<file path="src/rtl/noc_pkt_gen.sv">
// noc_pkt_gen: per-node packet injector driving the mesh NoC router local port.
// Define NOC_PKT_GEN_RETX_EN to add resend support (retx_req / retx_cnt and a shadow of the last packet).
module noc_pkt_gen #(
    parameter int NODE_NUM = 9,
    parameter int SRC_ID   = 0,
    parameter int ID_W     = 4,
    parameter int TIME_W   = 10,
    parameter int DATA_W   = 20,
    parameter int SEQ_LEN  = 9,
    parameter int CNT_W    = 4,
    parameter int RATE_W   = 4
) (
    input  logic                      clk,
    input  logic                      rst_n,
    input  logic                      enable,
    input  logic                      flush,
    input  logic [CNT_W-1:0]          send_num,
    input  logic [RATE_W-1:0]         rate,
    input  logic [1:0]                mode,
    input  logic [SEQ_LEN*ID_W-1:0]   dst_seq,
    input  logic [TIME_W-1:0]         now_time,
    input  logic                      pkt_ready,
`ifdef NOC_PKT_GEN_RETX_EN
    input  logic                      retx_req,
    output logic [CNT_W-1:0]          retx_cnt,
`endif
    output logic                      pkt_valid,
    output logic [2*ID_W+TIME_W+DATA_W+1:0] pkt_data,
    output logic [CNT_W-1:0]          send_cnt,
    output logic                      task_send_finish_flag,
    output logic                      cfg_err
);

    localparam int PKT_W = 2*ID_W + TIME_W + DATA_W + 2;
    localparam int PTR_W = (SEQ_LEN > 1) ? $clog2(SEQ_LEN) : 1;

    typedef enum logic [2:0] {S_IDLE, S_PICK, S_SEND, S_GAP, S_DONE} state_t;

    state_t                  state_q, state_d;
    logic [CNT_W-1:0]        send_num_q;
    logic [RATE_W-1:0]       rate_q, gap_q;
    logic [1:0]              mode_q;
    logic [SEQ_LEN*ID_W-1:0] seq_q;
    logic [PTR_W-1:0]        ptr_q, rej_q, ptr_nxt;
    logic [15:0]             lfsr_q;
    logic                    lfsr_fb;
    logic [ID_W-1:0]         seq_arr [SEQ_LEN];
    logic [ID_W-1:0]         cand;
    logic                    rnd_mode, seq_mode, cand_legal, cfg_fail, last_pkt;
    logic                    retx_take, cur_retx;

`ifdef NOC_PKT_GEN_RETX_EN
    logic                    retx_pend_q, cur_retx_q, shadow_v_q;
    logic [ID_W-1:0]         shadow_dst_q;
    logic [DATA_W-1:0]       shadow_data_q;
    assign retx_take = retx_pend_q;
    assign cur_retx  = cur_retx_q;
`else
    assign retx_take = 1'b0;
    assign cur_retx  = 1'b0;
`endif

    // Entry 0 of the destination list sits at the MSBs.
    always_comb begin
        for (int i = 0; i < SEQ_LEN; i++) begin
            seq_arr[i] = seq_q[(SEQ_LEN-1-i)*ID_W +: ID_W];
        end
    end

    always_comb begin
        rnd_mode = (mode_q == 2'b10);
        seq_mode = (mode_q == 2'b00) || (mode_q == 2'b11);
        if (rnd_mode)      cand = lfsr_q[ID_W-1:0];
        else if (seq_mode) cand = seq_arr[ptr_q];
        else               cand = seq_arr[0];
        cand_legal = (int'(cand) < NODE_NUM) && (int'(cand) != SRC_ID);
        cfg_fail   = !rnd_mode && (rej_q == PTR_W'(SEQ_LEN-1));
        ptr_nxt    = (ptr_q == PTR_W'(SEQ_LEN-1)) ? '0 : ptr_q + PTR_W'(1);
        last_pkt   = !cur_retx && ((send_cnt + CNT_W'(1)) == send_num_q);
        lfsr_fb    = lfsr_q[15] ^ lfsr_q[13] ^ lfsr_q[12] ^ lfsr_q[10];
    end

    always_ff @(posedge clk or negedge rst_n) begin
        if (!rst_n) state_q <= S_IDLE;
        else        state_q <= state_d;
    end

    always_comb begin
        state_d = state_q;
        if (flush) begin
            state_d = S_IDLE;
        end else begin
            case (state_q)
                S_IDLE: if (enable) state_d = (send_num != '0) ? S_PICK : S_DONE;
                S_PICK: if (enable) begin
                    if (retx_take || cand_legal) state_d = S_SEND;
                    else if (cfg_fail)           state_d = S_DONE;
                end
                S_SEND: if (pkt_ready) begin
                    if (last_pkt)            state_d = S_DONE;
                    else if (rate_q == '0)   state_d = S_PICK;
                    else                     state_d = S_GAP;
                end
                S_GAP:  if (gap_q <= RATE_W'(1)) state_d = S_PICK;
                S_DONE: state_d = S_DONE;
                default: state_d = S_IDLE;
            endcase
        end
    end

    always_comb begin
        pkt_valid             = (state_q == S_SEND);
        task_send_finish_flag = (state_q == S_DONE);
    end

    always_ff @(posedge clk or negedge rst_n) begin
        if (!rst_n) begin
            send_num_q <= '0;
            rate_q     <= '0;
            gap_q      <= '0;
            mode_q     <= '0;
            seq_q      <= '0;
            ptr_q      <= '0;
            rej_q      <= '0;
            lfsr_q     <= 16'hACE1;
            pkt_data   <= '0;
            send_cnt   <= '0;
            cfg_err    <= 1'b0;
`ifdef NOC_PKT_GEN_RETX_EN
            retx_pend_q   <= 1'b0;
            cur_retx_q    <= 1'b0;
            shadow_v_q    <= 1'b0;
            shadow_dst_q  <= '0;
            shadow_data_q <= '0;
            retx_cnt      <= '0;
`endif
        end else begin
            // The LFSR free-runs and survives flush so successive tasks see fresh destinations.
            lfsr_q <= {lfsr_q[14:0], lfsr_fb};
            if (flush) begin
                send_cnt <= '0;
                ptr_q    <= '0;
                rej_q    <= '0;
                cfg_err  <= 1'b0;
`ifdef NOC_PKT_GEN_RETX_EN
                retx_pend_q <= 1'b0;
                cur_retx_q  <= 1'b0;
                shadow_v_q  <= 1'b0;
                retx_cnt    <= '0;
`endif
            end else begin
                case (state_q)
                    S_IDLE: if (enable && send_num != '0) begin
                        send_num_q <= send_num;
                        rate_q     <= rate;
                        mode_q     <= mode;
                        seq_q      <= dst_seq;
                        send_cnt   <= '0;
                        rej_q      <= '0;
                    end
                    S_PICK: if (enable) begin
                        if (retx_take) begin
`ifdef NOC_PKT_GEN_RETX_EN
                            pkt_data    <= {ID_W'(SRC_ID), shadow_dst_q, now_time, shadow_data_q, 2'b10};
                            cur_retx_q  <= 1'b1;
                            retx_pend_q <= 1'b0;
`endif
                        end else if (cand_legal) begin
                            pkt_data <= {ID_W'(SRC_ID), cand, now_time, DATA_W'(send_cnt), 2'b01};
                            rej_q    <= '0;
                            if (seq_mode) ptr_q <= ptr_nxt;
`ifdef NOC_PKT_GEN_RETX_EN
                            cur_retx_q <= 1'b0;
`endif
                        end else begin
                            if (seq_mode)  ptr_q <= ptr_nxt;
                            if (!rnd_mode) rej_q <= rej_q + PTR_W'(1);
                            if (cfg_fail)  cfg_err <= 1'b1;
                        end
                    end
                    S_SEND: if (pkt_ready) begin
                        gap_q <= rate_q;
                        if (!cur_retx) send_cnt <= send_cnt + CNT_W'(1);
`ifdef NOC_PKT_GEN_RETX_EN
                        if (cur_retx_q) begin
                            retx_cnt <= retx_cnt + CNT_W'(1);
                        end else begin
                            shadow_v_q    <= 1'b1;
                            shadow_dst_q  <= pkt_data[PKT_W-ID_W-1 -: ID_W];
                            shadow_data_q <= pkt_data[2 +: DATA_W];
                        end
`endif
                    end
                    S_GAP:   gap_q <= gap_q - RATE_W'(1);
                    default: ;
                endcase
`ifdef NOC_PKT_GEN_RETX_EN
                // A request only counts once a packet exists to repeat; repeats collapse into one flag.
                if (retx_req && state_q != S_DONE && shadow_v_q) retx_pend_q <= 1'b1;
`endif
            end
        end
    end

endmodule

</file>
<file path="config.mk">
export PLATFORM = sky130hd
export DESIGN_NAME = noc_pkt_gen
export DESIGN_NICKNAME = d
export VERILOG_FILES = /design/src/rtl/noc_pkt_gen.sv
export SDC_FILE = /design/constraint.sdc
export NUM_CORES = 1
export LEC_CHECK = 0
export ABC_AREA = 0
export CORE_ASPECT_RATIO = 1.75
export CORE_MARGIN = 2
export CORE_UTILIZATION = 25
export CTS_BUF_LIST = sky130_fd_sc_hd__clkbuf_4 sky130_fd_sc_hd__clkbuf_8
export DETAILED_ROUTE_END_ITERATION = 8
export GPL_ROUTABILITY_DRIVEN = 0
export PLACE_DENSITY = 0.45
export SETUP_SLACK_MARGIN = 0.5
export SYNTH_ARGS = -nofsm -noshare
export SYNTH_HDL_FRONTEND = slang
export SYNTH_SLANG_ARGS = --single-unit
</file>
<file path="constraint.sdc">
create_clock -name clk -period 7.8 [get_ports clk]
set_input_delay 1.17 -clock clk [delete_from_list [all_inputs] [get_ports clk]]
set_output_delay 1.17 -clock clk [all_outputs]
set_load 0.01 [all_outputs]
</file>
* Word level (Yosys, flattened, before mapping)
Cells that the tools add are included.
Storage, ports and cells: register bits 101, input port bits 61, output and inout port bits 47, logic and storage cells 104
Operators by class: $add $sub $neg 4, magnitude comparators 3, eq/ne operators 18, mux-type cells 37, bitwise gates (word level) 5, reduce and logical (&&, ||, !) cells 25
Operator list (count):
- 4-bit 2-to-1 mux | 17
- 3-bit 2-to-1 mux | 9
- 4-bit case mux with 2 select lines | 3
- 4-bit binary-select mux with 4-bit select | 1
- 3-bit != test, second input constant | 5
- 3-bit case mux with 5 select lines | 1
- 4-bit by 1-bit adder with 4-bit output, second input constant | 3
- 3-bit AND reduction | 4
- 4-bit AND reduction | 3
- 2-bit nonzero test | 5
- 4-bit equality test, second input constant | 2
- 4-bit != test, second input constant | 2
- 4-bit nonzero test | 2
- 3-bit by 2-bit equality test with 1-bit output, second input constant | 2
- 3-bit nonzero test | 2
- 5-bit greater-or-equal comparator, second input constant | 1
- 1-bit 2-to-1 mux | 5
- 4-bit inverter with 5-bit output | 1
- 5-bit AND reduction | 1
- 2-bit equality test, second input constant | 2
- 4-bit equality test | 1
- 4-bit by 1-bit less-or-equal comparator with 1-bit output, second input constant | 1
- 4-bit logical NOT | 1
- 4-bit < comparator, second input constant | 1
- other kinds (12) | 17

* Longest topological paths before layout
depth after elaboration 12, mapped depth 11

* Least setup slack after synthesis
No wires, ideal clock.
path type in2reg, from input port send_num[1], to register gap_q[0], data arrival time 2.925 ns, required time 7.674 ns, slack 4.749 ns, stages on the path 6, path buffers 0, cell sequence or4_1 -> a22o_1 -> a21oi_1 -> nand2b_1 -> a21oi_1 -> a311o_1
RTL lines:
- start: declaration | RTL line 17 | input logic [CNT_W-1:0] send_num,
- end signal: assignment | RTL line 182 | gap_q <= rate_q;
- end signal: assignment | RTL line 194 | S_GAP: gap_q <= gap_q - RATE_W'(1);
- end: declaration | RTL line 41 | logic [RATE_W-1:0] rate_q, gap_q;

* Worst setup path in the final report
from register ptr_q[0], to register pkt_data[26]
On the way: cells in the longest elaborated chain, start to end 9
Ends and longest elaborated chain:
- start: declaration | RTL line 44 | logic [PTR_W-1:0] ptr_q, rej_q, ptr_nxt;
- start signal: assignment | RTL line 171 | if (seq_mode) ptr_q <= ptr_nxt;
- start signal: assignment | RTL line 176 | if (seq_mode) ptr_q <= ptr_nxt;
- 4-bit inverter with 5-bit output (not written as such) (*) | RTL line 74 | else if (seq_mode) cand = seq_arr[ptr_q];
- 4-bit binary-select mux with 4-bit select (*) | RTL line 74
- 4-bit 2-to-1 mux (not written as such) (*) (2 in series) | RTL line 74
- 4-bit 2-to-1 mux (*) | RTL line 74
- 4-bit 2-to-1 mux (*) | RTL line 73 | if (rnd_mode) cand = lfsr_q[ID_W-1:0];
- 4-bit < comparator / 4-bit nonzero test (equally long branches) | RTL line 76 | cand_legal = (int'(cand) < NODE_NUM) && (int'(cand) != SRC_ID);
- 1-bit logical AND (*) | RTL line 76
- 4-bit AND reduction (no line) (*)
- end signal: assignment | RTL line 169 | pkt_data <= {ID_W'(SRC_ID), cand, now_time, DATA_W'(send_cnt), 2'b01};
- end: declaration | RTL line 28 | output logic [2*ID_W+TIME_W+DATA_W+1:0] pkt_data,
Every way passes the cells marked *; elsewhere a longest branch is shown, timed or not. The select of a mux whose other input is x is not followed. A chain may end at the register's enable or synchronous reset.

==> results by group <==
Yosys
  – Register area share after synthesis: 0.522
  – Register bit total from synthesis: 101
  – Ys async rst share: 1.00
  – Yosys cell types: 56
  – Synth top area share: 0.479
  – Post-synthesis cell count: 390
  – Yosys warnings: 0
  – Main synth FF type: dfrtp_1
  – Leading area contributor after synthesis: dfrtp_1
  – Post-synth EDFFs: 0
  – Mapped Area: 0.00486 mm²
  – Synth Area per Inst: 12.5 µm²
  – Main area contributors after synthesis: dfrtp_1, mux2_2, dfstp_2, buf_4, mux4_2

Clock tree
  – Post-CTS Setup Inserts: 0
  – Root Driver: clkbuf_8
  – CTS Buf Count: 9
  – Hold buffers post-CTS: 0
  – CTS Buffer Depth: 2
  – CTS tree: built
  – Clock slew at reported path FFs: 0.10 ns
  – TritonCTS Sinks: 101
  – Post-cts resize count: 0
  – H-tree Lvls: 3
  – Clock Latency Late Sink: 0.38 ns

Floorplan
  – I/O pin count: 108
  – Vert. Die Dim: 189 µm
  – Num rows: 67
  – Chip width: 109 µm
  – Core area: 0.0191 mm²
  – Full die area: 0.0206 mm²
  – Initial Util: 0.254

Final layout
  – Diode count: 0
  – Layout Nets: 542
  – Commonest non-fill, non-tap cell in the layout: dfrtp_1
  – Most frequent cells in the layout: dfrtp_1, clkdlybuf4s50_1, mux2_2, conb_1, nand2_1
  – Filler instances: 1,961
  – Layout area overhead: 24.7%
  – Share of layout cells above drive strength 1: 0.226
  – Non-filler instance count after layout: 719

STA
  – Final setup fails: 0
  – Hold Fails Final Rpt: 0
  – Post-route clock period utilization: 0.438
  – Total negative slack: 0 ns
  – Rel. slew slack: 0.487
  – Setup Skew: 0.0170 ns
  – Max Fclk: 293 MHz
  – Crit path time final: 3.41 ns
  – Final Max Slew Viols: 0
  – Worst Max-Slew Pin Slew: 0.767 ns
  – RSZ-0062 raised after global routing: false
  – Post-route setup slack: 4.39 ns

GRT
  – Initial antenna violation count: 0
  – Vias in the first global route: 3,283
  – Grt ovf: 0
  – Largest net degree at the start of global routing: 58
  – First-pass GRT wire length: 17,500 µm
  – Tot GR Track Use: 0.110

Worst setup path
  – Critical register-to-register path endpoint: pkt_data[26]
  – FF-to-FF Start: ptr_q[0]
  – CP max stage delay: 0.85 ns
  – Worst path bufs/invs: 0
  – Critical path depth in cells: 7
  – Slowest-stage cell, CP: dfrtp_1
  – CP startpoint: ptr_q[0]
  – Critical path startpoint category: flop
  – Family with the most delay on the worst path: multiplexers
  – CP Data Required Time: 8.06 ns
  – Data arrival, critical path: 3.68 ns
  – CP Cell Sequence: mux4_2, mux2i_1, o22ai_1, and3b_1, a21oi_2, o21ai_4, mux2_2
  – Max FO, Critical Path: 19
  – R2R setup slack: 4.39 ns
  – CP Class: reg2reg
  – Worst setup EP type: flop
  – Worst reg2reg path depth: 7
  – Critical path capture point: pkt_data[26]

Run status
  – Status: finished, final reports clean

Run
  – Max Cap Viol: 0

Placement
  – Dpl hpwl: 8100 µm
  – I/O Buffers: 86
  – Setup WS pre-CTS: 4.02 ns
  – Placed Cells: 703

Min path
  – Hold Crit Class: reg2reg

Power and ir drop
  – Maximum vdd drop: 0.106 mV
  – Leak pwr: 2.54 nW
  – Total Power: 1.96 mW
  – Power per Cell Area: 322 mW/mm²

Routing
  – Total number of vias: 3,226
  – Post-DR wirelength/cell: 15.5 µm
  – DRT Pass-1 Iters: 4
  – Starting DRC count in detailed routing: 116
  – Vias per inst: 4.49
  – DRC violations left: 0
  – DRT antenna net count: 0
  – Final wirelength: 11,100 µm
-- flip-flops by register name, indices dropped and copies added (netlist names), 2 cells and up --
| register | flops |
|---|---|
| gap_q | 4 |
| lfsr_q | 16 |
| mode_q | 2 |
| pkt_data | 19 |
| ptr_q | 4 |
| rate_q | 4 |
| rej_q | 4 |
| send_cnt | 4 |
| send_num_q | 4 |
| seq_arr | 36 |
| state_q | 3 |
-- per-stage QoR --
stage                     hold WS [ns]  area [µm²]   util
after floorplan                  0.331        4940      -
after global placement           0.337        5880  0.307
after detailed placement         0.341        5880  0.307
after CTS                        0.363        6070  0.317
after global routing             0.369        6070  0.317
final                            0.360        6070  0.317
-- logic make-up after synthesis --
logic type / count (synthesis) / share of synthesized area
flops: 101 / 0.522
other cells: 1 / 0.000771
mux: 82 / 0.211
fa+ha+maj: 8 / 0.0206
simple gates: 90 / 0.0980
xor+xnor: 9 / 0.0162
compound gates: 51 / 0.0736
buf+inv: 48 / 0.0579
-- per-layer routing --
layer | part of all wire | global-route usage | routed length, µm
met5 | 0 | 0 | 0
met4 | 0.016 | 0.0448 | 181
met3 | 0.037 | 0.0201 | 410
met2 | 0.54 | 0.194 | 6060
met1 | 0.40 | 0.130 | 4470
-- worst min-delay path by stage --
| stage | from | to | slack [ns] | depth (start not counted) |
|---|---|---|---|---|
| 6_report | lfsr_q[8] | lfsr_q[9] | 0.36 | 0 |
| 3_3_place_gp | lfsr_q[8] | lfsr_q[9] | 0.34 | 0 |
| 4_1_cts | lfsr_q[6] | lfsr_q[7] | 0.36 | 0 |
| 3_5_place_dp | lfsr_q[14] | lfsr_q[15] | 0.34 | 0 |
| 5_1_grt | lfsr_q[6] | lfsr_q[7] | 0.37 | 0 |
| 2_1_floorplan | lfsr_q[8] | lfsr_q[9] | 0.33 | 0 |
-- cell usage after synthesis (2+ instances only) --
master / instances
o31ai_1: 2
mux2_2: 59
a32oi_1: 2
a311o_1: 2
clkbuf_1: 12
mux4_2: 7
nor3b_1: 2
xor2_1: 3
a21oi_1: 8
o21ai_0: 15
o22ai_1: 2
nand2b_1: 6
and2_1: 2
xnor2_1: 6
nor3_1: 11
nand2_1: 18
nor4_1: 3
a22o_1: 3
mux2_4: 9
nor2b_1: 6
buf_4: 22
and3b_1: 2
nand4_1: 5
dfrtp_1: 93
a211oi_1: 2
a31oi_1: 2
ha_1: 8
nand3_1: 8
nor2_1: 17
nand4b_1: 2
o211ai_2: 2
dfstp_2: 8
inv_1: 12
mux2i_1: 7
-- layout make-up --
cell class                      count  area, µm²  share of cell area
Clock buffer                       10        138              0.0227
Inverter                           12       45.0             0.00742
Sequential cell                   101       2540               0.418
Clock inverter                      6       52.6             0.00866
Multi-Input combinational cell    261       2120               0.349
Tap cell                          241        302              0.0497
Timing Repair Buffer               88        873               0.144
-- power breakdown --
part | switching (mW) | internal, mW
combinational | 0.358 | 0.435
sequential | 0.127 | 0.705
clock | 0.200 | 0.131
total | 0.685 | 1.27
Note: power is estimated with default switching activity, not from simulation.
